## src/rtl/router_pkg.sv

```systemverilog
// Shared types and header field helpers for the 1xN packet router.
package router_pkg;

  typedef enum logic [1:0] {
    IDLE,
    LOAD,
    CHECK,
    DROP
  } fsm_state_e;

  // Header layout: {len, addr}, with addr in the low addr_w bits.
  function automatic logic [31:0] hdr_addr(input logic [31:0] hdr, input int unsigned addr_w);
    return hdr & ((32'd1 << addr_w) - 32'd1);
  endfunction

  function automatic logic [31:0] hdr_len(input logic [31:0] hdr, input int unsigned addr_w,
                                          input int unsigned data_w);
    return (hdr >> addr_w) & ((32'd1 << (data_w - addr_w)) - 32'd1);
  endfunction

endpackage

```

## src/rtl/router_fifo.sv

```systemverilog
// Show-ahead output FIFO for one router port, with idle-read timeout flush.
module router_fifo #(
  parameter int unsigned DATA_W     = 8,
  parameter int unsigned FIFO_DEPTH = 16,
  parameter int unsigned TIMEOUT    = 30
) (
  input  logic              clk_i,
  input  logic              rst_ni,
  input  logic              wr_en_i,
  input  logic [DATA_W-1:0] wr_data_i,
  input  logic              rd_en_i,
  input  logic              wr_target_i,
  output logic              full_o,
  output logic              valid_o,
  output logic [DATA_W-1:0] data_o
);

  localparam int unsigned PtrW = $clog2(FIFO_DEPTH) + 1;
  localparam int unsigned CntW = $clog2(TIMEOUT + 1);

  logic [PtrW-1:0]   wptr_q, wptr_d, rptr_q, rptr_d;
  logic [CntW-1:0]   cnt_q, cnt_d;
  logic [DATA_W-1:0] mem_q [FIFO_DEPTH];
  logic              empty, full, push, pop, counting;

  assign empty = (wptr_q == rptr_q);
  assign full  = (wptr_q[PtrW-1] != rptr_q[PtrW-1]) &&
                 (wptr_q[PtrW-2:0] == rptr_q[PtrW-2:0]);
  assign push  = wr_en_i && !full;
  assign pop   = rd_en_i && !empty;
  // A write in the same cycle suppresses counting so a fresh byte is never flushed.
  assign counting = !empty && !rd_en_i && !wr_target_i && !wr_en_i;

  always_comb begin
    wptr_d = wptr_q;
    rptr_d = rptr_q;
    cnt_d  = '0;
    if (push) begin
      wptr_d = wptr_q + PtrW'(1);
    end
    if (counting) begin
      if (cnt_q == CntW'(TIMEOUT - 1)) begin
        rptr_d = wptr_q;
      end else begin
        cnt_d = cnt_q + CntW'(1);
      end
    end else if (pop) begin
      rptr_d = rptr_q + PtrW'(1);
    end
  end

  always_ff @(posedge clk_i or negedge rst_ni) begin
    if (!rst_ni) begin
      wptr_q <= '0;
      rptr_q <= '0;
      cnt_q  <= '0;
    end else begin
      wptr_q <= wptr_d;
      rptr_q <= rptr_d;
      cnt_q  <= cnt_d;
    end
  end

  always_ff @(posedge clk_i) begin
    if (push) begin
      mem_q[wptr_q[PtrW-2:0]] <= wr_data_i;
    end
  end

  assign full_o  = full;
  assign valid_o = !empty;
  assign data_o  = empty ? '0 : mem_q[rptr_q[PtrW-2:0]];

endmodule

```

## src/rtl/router_1xn_core.sv

```systemverilog
// 1xN packet router: header/payload/parity framing FSM steering bytes into per-port FIFOs.
module router_1xn_core
  import router_pkg::*;
#(
  parameter int unsigned DATA_W     = 8,
  parameter int unsigned N_PORTS    = 3,
  parameter int unsigned FIFO_DEPTH = 16,
  parameter int unsigned TIMEOUT    = 30
) (
  input  logic                      clk,
  input  logic                      rst,
  input  logic [DATA_W-1:0]         data_in,
  input  logic                      pkt_valid,
  output logic                      busy,
  output logic                      error,
  input  logic [N_PORTS-1:0]        read_enb,
  output logic [N_PORTS-1:0]        valid_out,
  output logic [N_PORTS*DATA_W-1:0] data_out
);

  localparam int unsigned ADDR_W = $clog2(N_PORTS);

  fsm_state_e        state_q, state_d;
  logic [ADDR_W-1:0] addr_q, addr_d, hdr_a, wr_addr;
  logic [DATA_W-1:0] par_q, par_d, pbyte_q, pbyte_d;
  logic              error_q, error_d;
  logic              hdr_bad, hdr_full, cur_full, wr_req;
  logic [N_PORTS-1:0] full, wr_en, wr_target;
  logic [DATA_W-1:0] fifo_data [N_PORTS];

  always_comb begin
    hdr_a    = ADDR_W'(hdr_addr(32'(data_in), ADDR_W));
    hdr_bad  = (32'(hdr_a) >= N_PORTS);
    hdr_full = 1'b0;
    cur_full = 1'b0;
    for (int unsigned i = 0; i < N_PORTS; i++) begin
      if (hdr_a == ADDR_W'(i)) hdr_full = full[i];
      if (addr_q == ADDR_W'(i)) cur_full = full[i];
    end
  end

  always_comb begin
    state_d = state_q;
    addr_d  = addr_q;
    par_d   = par_q;
    pbyte_d = pbyte_q;
    error_d = error_q;
    busy    = 1'b0;
    wr_req  = 1'b0;
    wr_addr = addr_q;
    case (state_q)
      IDLE: begin
        if (pkt_valid) begin
          if (hdr_bad) begin
            addr_d  = hdr_a;
            error_d = 1'b0;
            state_d = DROP;
          end else if (hdr_full) begin
            busy = 1'b1;
          end else begin
            wr_req  = 1'b1;
            wr_addr = hdr_a;
            addr_d  = hdr_a;
            par_d   = data_in;
            error_d = 1'b0;
            state_d = LOAD;
          end
        end
      end
      LOAD: begin
        if (cur_full) begin
          busy = 1'b1;
        end else begin
          wr_req = 1'b1;
          if (pkt_valid) begin
            par_d = par_q ^ data_in;
          end else begin
            pbyte_d = data_in;
            state_d = CHECK;
          end
        end
      end
      CHECK: begin
        busy    = 1'b1;
        error_d = (par_q != pbyte_q);
        state_d = IDLE;
      end
      DROP: begin
        if (!pkt_valid) begin
          error_d = 1'b1;
          state_d = IDLE;
        end
      end
      default: state_d = IDLE;
    endcase
  end

  always_ff @(posedge clk or negedge rst) begin
    if (!rst) begin
      state_q <= IDLE;
      addr_q  <= '0;
      par_q   <= '0;
      pbyte_q <= '0;
      error_q <= 1'b0;
    end else begin
      state_q <= state_d;
      addr_q  <= addr_d;
      par_q   <= par_d;
      pbyte_q <= pbyte_d;
      error_q <= error_d;
    end
  end

  assign error = error_q;

  for (genvar i = 0; i < N_PORTS; i++) begin : g_port
    assign wr_en[i]     = wr_req && (wr_addr == ADDR_W'(i));
    // Timeout is held off only while bytes are still streaming into this port.
    assign wr_target[i] = (state_q == LOAD) && (addr_q == ADDR_W'(i));

    router_fifo #(
      .DATA_W    (DATA_W),
      .FIFO_DEPTH(FIFO_DEPTH),
      .TIMEOUT   (TIMEOUT)
    ) u_fifo (
      .clk_i      (clk),
      .rst_ni     (rst),
      .wr_en_i    (wr_en[i]),
      .wr_data_i  (data_in),
      .rd_en_i    (read_enb[i]),
      .wr_target_i(wr_target[i]),
      .full_o     (full[i]),
      .valid_o    (valid_out[i]),
      .data_o     (fifo_data[i])
    );

    assign data_out[i*DATA_W +: DATA_W] = fifo_data[i];
  end

endmodule

```

## config.mk

```make
export PLATFORM = sky130hd
export DESIGN_NAME = router_1xn_core
export DESIGN_NICKNAME = d
export VERILOG_FILES = /design/src/rtl/router_pkg.sv /design/src/rtl/router_fifo.sv /design/src/rtl/router_1xn_core.sv
export SDC_FILE = /design/constraint.sdc
export NUM_CORES = 1
export LEC_CHECK = 0
export ABC_AREA = 0
export BUFFER_PORTS_ARGS = -buffer_cell sky130_fd_sc_hd__buf_4
export CAP_MARGIN = 20
export CORE_MARGIN = 1
export CORE_UTILIZATION = 60
export DETAILED_ROUTE_END_ITERATION = 8
export GPL_TIMING_DRIVEN = 0
export PLACE_DENSITY_LB_ADDON = 0.15
export SYNTH_ARGS = -nofsm -noshare
export SYNTH_HDL_FRONTEND = slang
export SYNTH_HIERARCHICAL = 1
export SYNTH_SLANG_ARGS = --single-unit
```

## constraint.sdc

```tcl
create_clock -name clk -period 11.4 [get_ports clk]
set_clock_uncertainty 0.1 [all_clocks]
set_input_delay 1.14 -clock clk [delete_from_list [all_inputs] [get_ports clk]]
set_output_delay 1.14 -clock clk [all_outputs]
set_load 0.05 [all_outputs]
```

; After elaboration in Yosys (flattened, before gate mapping)
; Memory sizes are Yosys's and may differ from the RTL's.
; Cells that the tools add are included.
; Widths: inputs -> output; s select.
[totals]
regBits = 66
mem_bits_rw = 384
input_bits = 14
out_inout_bits = 29
elab_cells = 182
n_memories = 3
[mem_list]
columns = memory, depth, word_bits, read_ports, rd_ports_with_merged_regs, write_ports, line_no
row1 = g_port[0].u_fifo.mem_q, 16, 8, 1, 0, 1, router_fifo.sv:23  ; logic [DATA_W-1:0] mem_q [FIFO_DEPTH];
row2 = g_port[1].u_fifo.mem_q, 16, 8, 1, 0, 1, router_fifo.sv:23
row3 = g_port[2].u_fifo.mem_q, 16, 8, 1, 0, 1, router_fifo.sv:23
[classes]
addsub = 9
n_lt_le_gt_ge = 1
eq_ne = 33
muxes = 63
bitwise = 3
reduce_logical = 56
[ops]
columns = op, count
row1 = $mux 5, 15
row2 = $mux 8, 8
row3 = $add 5x1->5 const B, 9
row4 = $logic_and 1x1->1, 24
row5 = $mux 1, 24
row6 = $mux 2, 11
row7 = $ne 2x2->1 const B, 10
row8 = $pmux 8 s2, 1
row9 = $eq 5x5->1, 3
row10 = $eq 5x5->1 const B, 3
row11 = $logic_not 1->1, 15
row12 = $eq 4x4->1, 3
row13 = $eq 2x2->1 const B, 5
row14 = $eq 2x1->1 const B, 4
row15 = $logic_not 2->1, 4
row16 = $ne 8x8->1, 1
row17 = $pmux 2 s4, 1
row18 = $reduce_and 2->1, 4
row19 = $reduce_bool 2->1, 4
row20 = $xor 8x8->8, 1
row21 = $pmux 1 s3, 2
row22 = $reduce_and 6->1, 1
row23 = $reduce_and 5->1, 1
row24 = $reduce_and 4->1, 1
row25 = other kinds (7), 10

; Longest topological paths before layout
[depth]
ltp_word = 15
mapped_depth = 15

; Hierarchy
; The synthesis kept the hierarchy.
[by_module_without_submodules]
columns = module, instances, cells_each, area_each_um2
row1 = router_fifo at g_port[2].u_fifo, 1, 316, 5921.9
row2 = router_fifo at g_port[0].u_fifo, 1, 318, 5891.9
row3 = router_fifo at g_port[1].u_fifo, 1, 313, 5804.3
row4 = router_1xn_core, 1, 132, 1363.8

; Worst setup path before layout
; Ideal clock, no wire load.
[synth_timing]
kind = flip-flop to output port
start = register g_port[2].u_fifo.rptr_q[1]
end = output busy
arrival_time_ns = 2.960
path_slack_ns = 7.200
stages_incl_launch_ff = 10
cell_sequence = dfrtp_1 -> buf_6 -> xor2_1 -> or4_1 -> buf_6 -> nor2_1 -> nand3b_1 -> o21ai_0 -> a21oi_1 -> o21ai_0
[synth_via]
elab_chain_len = 7
elab_cells_between_ends = 9
cone_classes = eq/ne: 1 / mux: 7 / reduce/logical: 1
[synth_rtl]
columns = element, line_no
row1 = start: declaration, router_fifo.sv:21  ; logic [PtrW-1:0] wptr_q, wptr_d, rptr_q, rptr_d;
row2 = start signal: assignment, router_fifo.sv:59  ; rptr_q <= rptr_d;
row3 = $eq 4x4->1 (*), router_fifo.sv:28  ; (wptr_q[PtrW-2:0] == rptr_q[PtrW-2:0]);
row4 = $logic_and 1x1->1 (*), router_fifo.sv:27  ; assign full = (wptr_q[PtrW-1] != rptr_q[PtrW-1]) &&
row5 = net full[2], router_1xn_core.sv:28  ; logic [N_PORTS-1:0] full, wr_en, wr_target;
row6 = $mux 1, router_1xn_core.sv:37  ; if (hdr_a == ADDR_W'(i)) hdr_full = full[i];
row7 = $mux 1, router_1xn_core.sv:58  ; end else if (hdr_full) begin
row8 = $mux 1, router_1xn_core.sv:54  ; if (hdr_bad) begin
row9 = $mux 1, router_1xn_core.sv:53  ; if (pkt_valid) begin
row10 = $pmux 1 s3 (*), router_1xn_core.sv:51  ; case (state_q)
row11 = end: declaration, router_1xn_core.sv:14  ; output logic busy,
; The timed path passes the listed nets; every way through them passes the cells marked *.

; Worst setup path after layout
[layout_timing]
start = register g_port[0].u_fifo.rptr_q[2]
end = memory g_port[1].u_fifo.mem_q[3][1], enable pin
[layout_via]
elab_chain_len = 14
elab_cells_between_ends = 22
cone_classes = eq/ne: 2 / mux: 17 / reduce/logical: 3
[layout_rtl]
columns = element, line_no
row1 = start: declaration, router_fifo.sv:21
row2 = start signal: assignment, router_fifo.sv:59
row3 = $eq 4x4->1 (*), router_fifo.sv:28
row4 = $logic_and 1x1->1 (*), router_fifo.sv:27
row5 = net full[0], router_1xn_core.sv:28
row6 = $mux 1 (3 in a row), router_1xn_core.sv:37
row7 = $mux 2, -
row8 = $mux 2, router_1xn_core.sv:54
row9 = $mux 2, router_1xn_core.sv:53
row10 = $mux 2, router_1xn_core.sv:51
row11 = $eq 2x1->1, router_1xn_core.sv:117  ; assign wr_en[i] = wr_req && (wr_addr == ADDR_W'(i));
row12 = $logic_and 1x1->1 (*), router_1xn_core.sv:117
row13 = net wr_en[1], router_1xn_core.sv:28
row14 = $logic_and 1x1->1 (*), router_fifo.sv:29  ; assign push = wr_en_i && !full;
row15 = $mux 1 (*), router_fifo.sv:65  ; if (push) begin
row16 = $mux 1 (implied by the code) (*), router_fifo.sv:66  ; mem_q[wptr_q[PtrW-2:0]] <= wr_data_i;
row17 = end: declaration, router_fifo.sv:23
; Marks and branches as above.

==> reports/results.ini <==
[worst_setup_path]
crit_slowest_cell=nor3_1
slowest_delay_ns=0.64
critical_path_arrival_ns=4.83
required_ns=11.55
path_delay_family=simple AND/OR/NAND/NOR gates
start_kind=flip-flop
cp.depth=13
critical_path_class=flip-flop to flip-flop
reg2regPathDepth=13
crit_fanout=10
worstPathCellList=buf_2 > xnor2_1 > nand4_2 > buf_4 > nor2_1 > mux2i_1 > o211ai_1 > a22oi_1 > nor2_1 > a21boi_4 > nand2_1 > nor3_1 > buf_4
critical_path_buf_inv_count=3
crit_path_end_kind=flip-flop
r2r_setup_slack_ns=6.72
r2r_start=g_port[0].u_fifo/rptr_q[2]
r2r_end=g_port[1].u_fifo/mem_q[3][1]

[cells_and_area]
instances_no_fill=1614
area_delta_synth_final_pct=12.7
drive_gt1_share_pct=25.3
layout.nets=1215
nFillCells=1932
design_area_mm2=0.0214

[synthesis]
synth.most_common_cell=edfxtp_1
synth_commonest_cells=edfxtp_1 (384), mux4_2 (95), nor2_1 (70)
synth_edf_count=384
syn_area_per_cell_um2=17.6
yosysTopAreaCell=edfxtp_1
synth_top_area_share_pct=60.7
synthTopCellsByArea=edfxtp_1 (61%), mux4_2 (11%), dfrtp_1 (8.7%)
synth_nets=1114
synthArstFlopShare_pct=14.7
postSynthCellCount=1079
synth_area_mm2=0.0190
ys_seq_area_share_pct=69.4
ys_types=84
ys_warn_count=6
synth_flop_cell=edfxtp_1
synth_seq_cells=450

[placement]
dp_hpwl_mm=23.9
placed_area_mm2=0.0199
dp_cells=1528
gp_congestion=0.844
io_buffers=41

[timing]
finalSetupTns_ns=0
drv_slew=0
rsz0062_at_grt=no
max_freq_mhz=214
worst_slew_pin_slew_ns=0.969
period_share_pct=41.0
period_minus_slack_ns=4.68
hold_violations=0
slew_headroom_pct=35.2
setup_viol=0

[run_status]
violations=design-rule violations
outcome=finished, violations left

[pwr]
irDropWorstVdd_mv=0.198
leakage_nw=7.33
p_per_area_mw_per_mm2=264
power_w=0.00566

[floorplanning]
dieArea_mm2=0.0324
start_util_pct=61.6
rows=64
fp.coreArea_mm2=0.0308
die_y_um=180
dieWidth_um=180
boundaryPins=43

[clock_network]
cts_made_buffers=45
clock_sinks=450
cts_root_buf=clkbuf_16
cts-resized-gates=0
clk_latency_ns=0.54
post_cts_buffers=0
ctsLongestPathBuffers=3
htree_levels=2
cts_tree=yes
clk_pin_slew_ns=0.06
cts_hold_buf=0

[global_route]
grt_first_pass_wirelength_mm=60.0
track_usage_pct=24.8
grt-ovfl-total=0
grt_pass1_vias=10147
antenna_found_initial=0
grt_max_degree=67

[detailed_routing]
drc=4
drtIter0Drc=946
wl_per_cell_um=23.9
postRouteAntennaNets=0
num_vias=10061
drtPass1Iterations=7
vias_per_cell=6.23
routed_wl_mm=38.6

[hold_path]
hold_depth=1
holdCritPathClass=flip-flop to flip-flop
holdPathEnd=g_port[1].u_fifo/cnt_q[0]
hold_start=g_port[1].u_fifo/cnt_q[0]

[flow_run]
maxCapViolCount=0

==> per-stage QoR <==
step	worst slack, ns	hold WS, ns	utilization, %
after floorplan	7.20	0.355	-
after detailed placement	6.42	0.381	64.4
final	6.72	0.383	69.4
after CTS	6.76	0.389	69.4
after global routing	6.34	0.405	69.4
after global placement	6.30	0.373	64.2
==> kinds of logic (layout without fill, tap and decap cells) <==
family	Yosys count	in the layout	share of synthesized area, %
other	0	1	0
xor gates and xnor gates	48	48	2.33
muxes	117	117	12.8
and+or+nand+nor	190	190	5.13
AOI/OAI and AO/OA	167	167	6.54
buffers and inverters	86	224	2.33
DFF	450	450	69.4
adders and majority gates	21	21	1.38
==> per-layer routing <==
layer | vias to the layer above | global-route usage [%] | part of all wire [%]
met5 | - | 0 | 0
met4 | 0 | 6.21 | 1.8
met3 | 57 | 3.83 | 6.5
met2 | 338 | 40.7 | 50
met1 | 5153 | 35.3 | 42
li1 | 4513 | - | -
==> where the power goes <==
group	internal, W	switching (W)
sequential	0.00194	0.000105
clock	0.000888	0.000606
combinational	0.000820	0.00130
==> state kept, by name, summed over array words and instances (netlist names), named ones only <==
signal                count
addr_q                    1
error                     1
g_port.u_fifo/cnt_q      15
g_port.u_fifo/mem_q     384
g_port.u_fifo/rptr_q     15
g_port.u_fifo/wptr_q     15
par_q                     8
pbyte_q                   8
state_q                   2
==> worst max-delay path by stage <==
stage                               startpoint  slack [ns]                           end
floorplan           g_port[2].u_fifo/rptr_q[1]        7.20                          busy
global placement                    data_in[0]        6.30  g_port[0].u_fifo/mem_q[0][4]
detailed placement                  data_in[0]        6.42  g_port[2].u_fifo/mem_q[0][2]
CTS                 g_port[0].u_fifo/rptr_q[2]        6.76  g_port[1].u_fifo/mem_q[3][1]
global route        g_port[0].u_fifo/rptr_q[2]        6.34  g_port[1].u_fifo/mem_q[3][1]
finish              g_port[0].u_fifo/rptr_q[2]        6.72  g_port[1].u_fifo/mem_q[3][1]
==> layout make-up <==
type                       instances  area, µm²  area share, %
clock buffer                      55       1240           5.78
inverter                          26       97.6          0.456
timing repair buffer              54        395           1.85
clock inverter                    29        284           1.33
multi-input combinational        543       5360           25.0
tap                              396        495           2.32
buffer                            60        345           1.61
antenna                            1       2.50         0.0117
sequential                       450      13200           61.6
==> placed cells by master, fill, tap and decap left out, drive strengths merged, types with 3 or more instances in the layout <==
cell type	count
or3	5
clkbuf	72
a22oi	49
buf	97
nand2	28
mux4	96
clkinvlp	4
a211oi	3
mux2	14
xnor2	33
nand3	17
inv	28
nor3	19
nand2b	10
a31oi	12
nor2b	6
nand4	11
clkinv	18
and2	6
dfrtp	66
bufinv	5
nor3b	3
edfxtp	384
and3	3
a21oi	46
o211ai	16
o21ai	13
nor2	72
o2111ai	3
mux2i	7
xor2	15
ha	21
o221a	4
nand3b	3
Note: power is estimated with default switching activity, not from simulation.
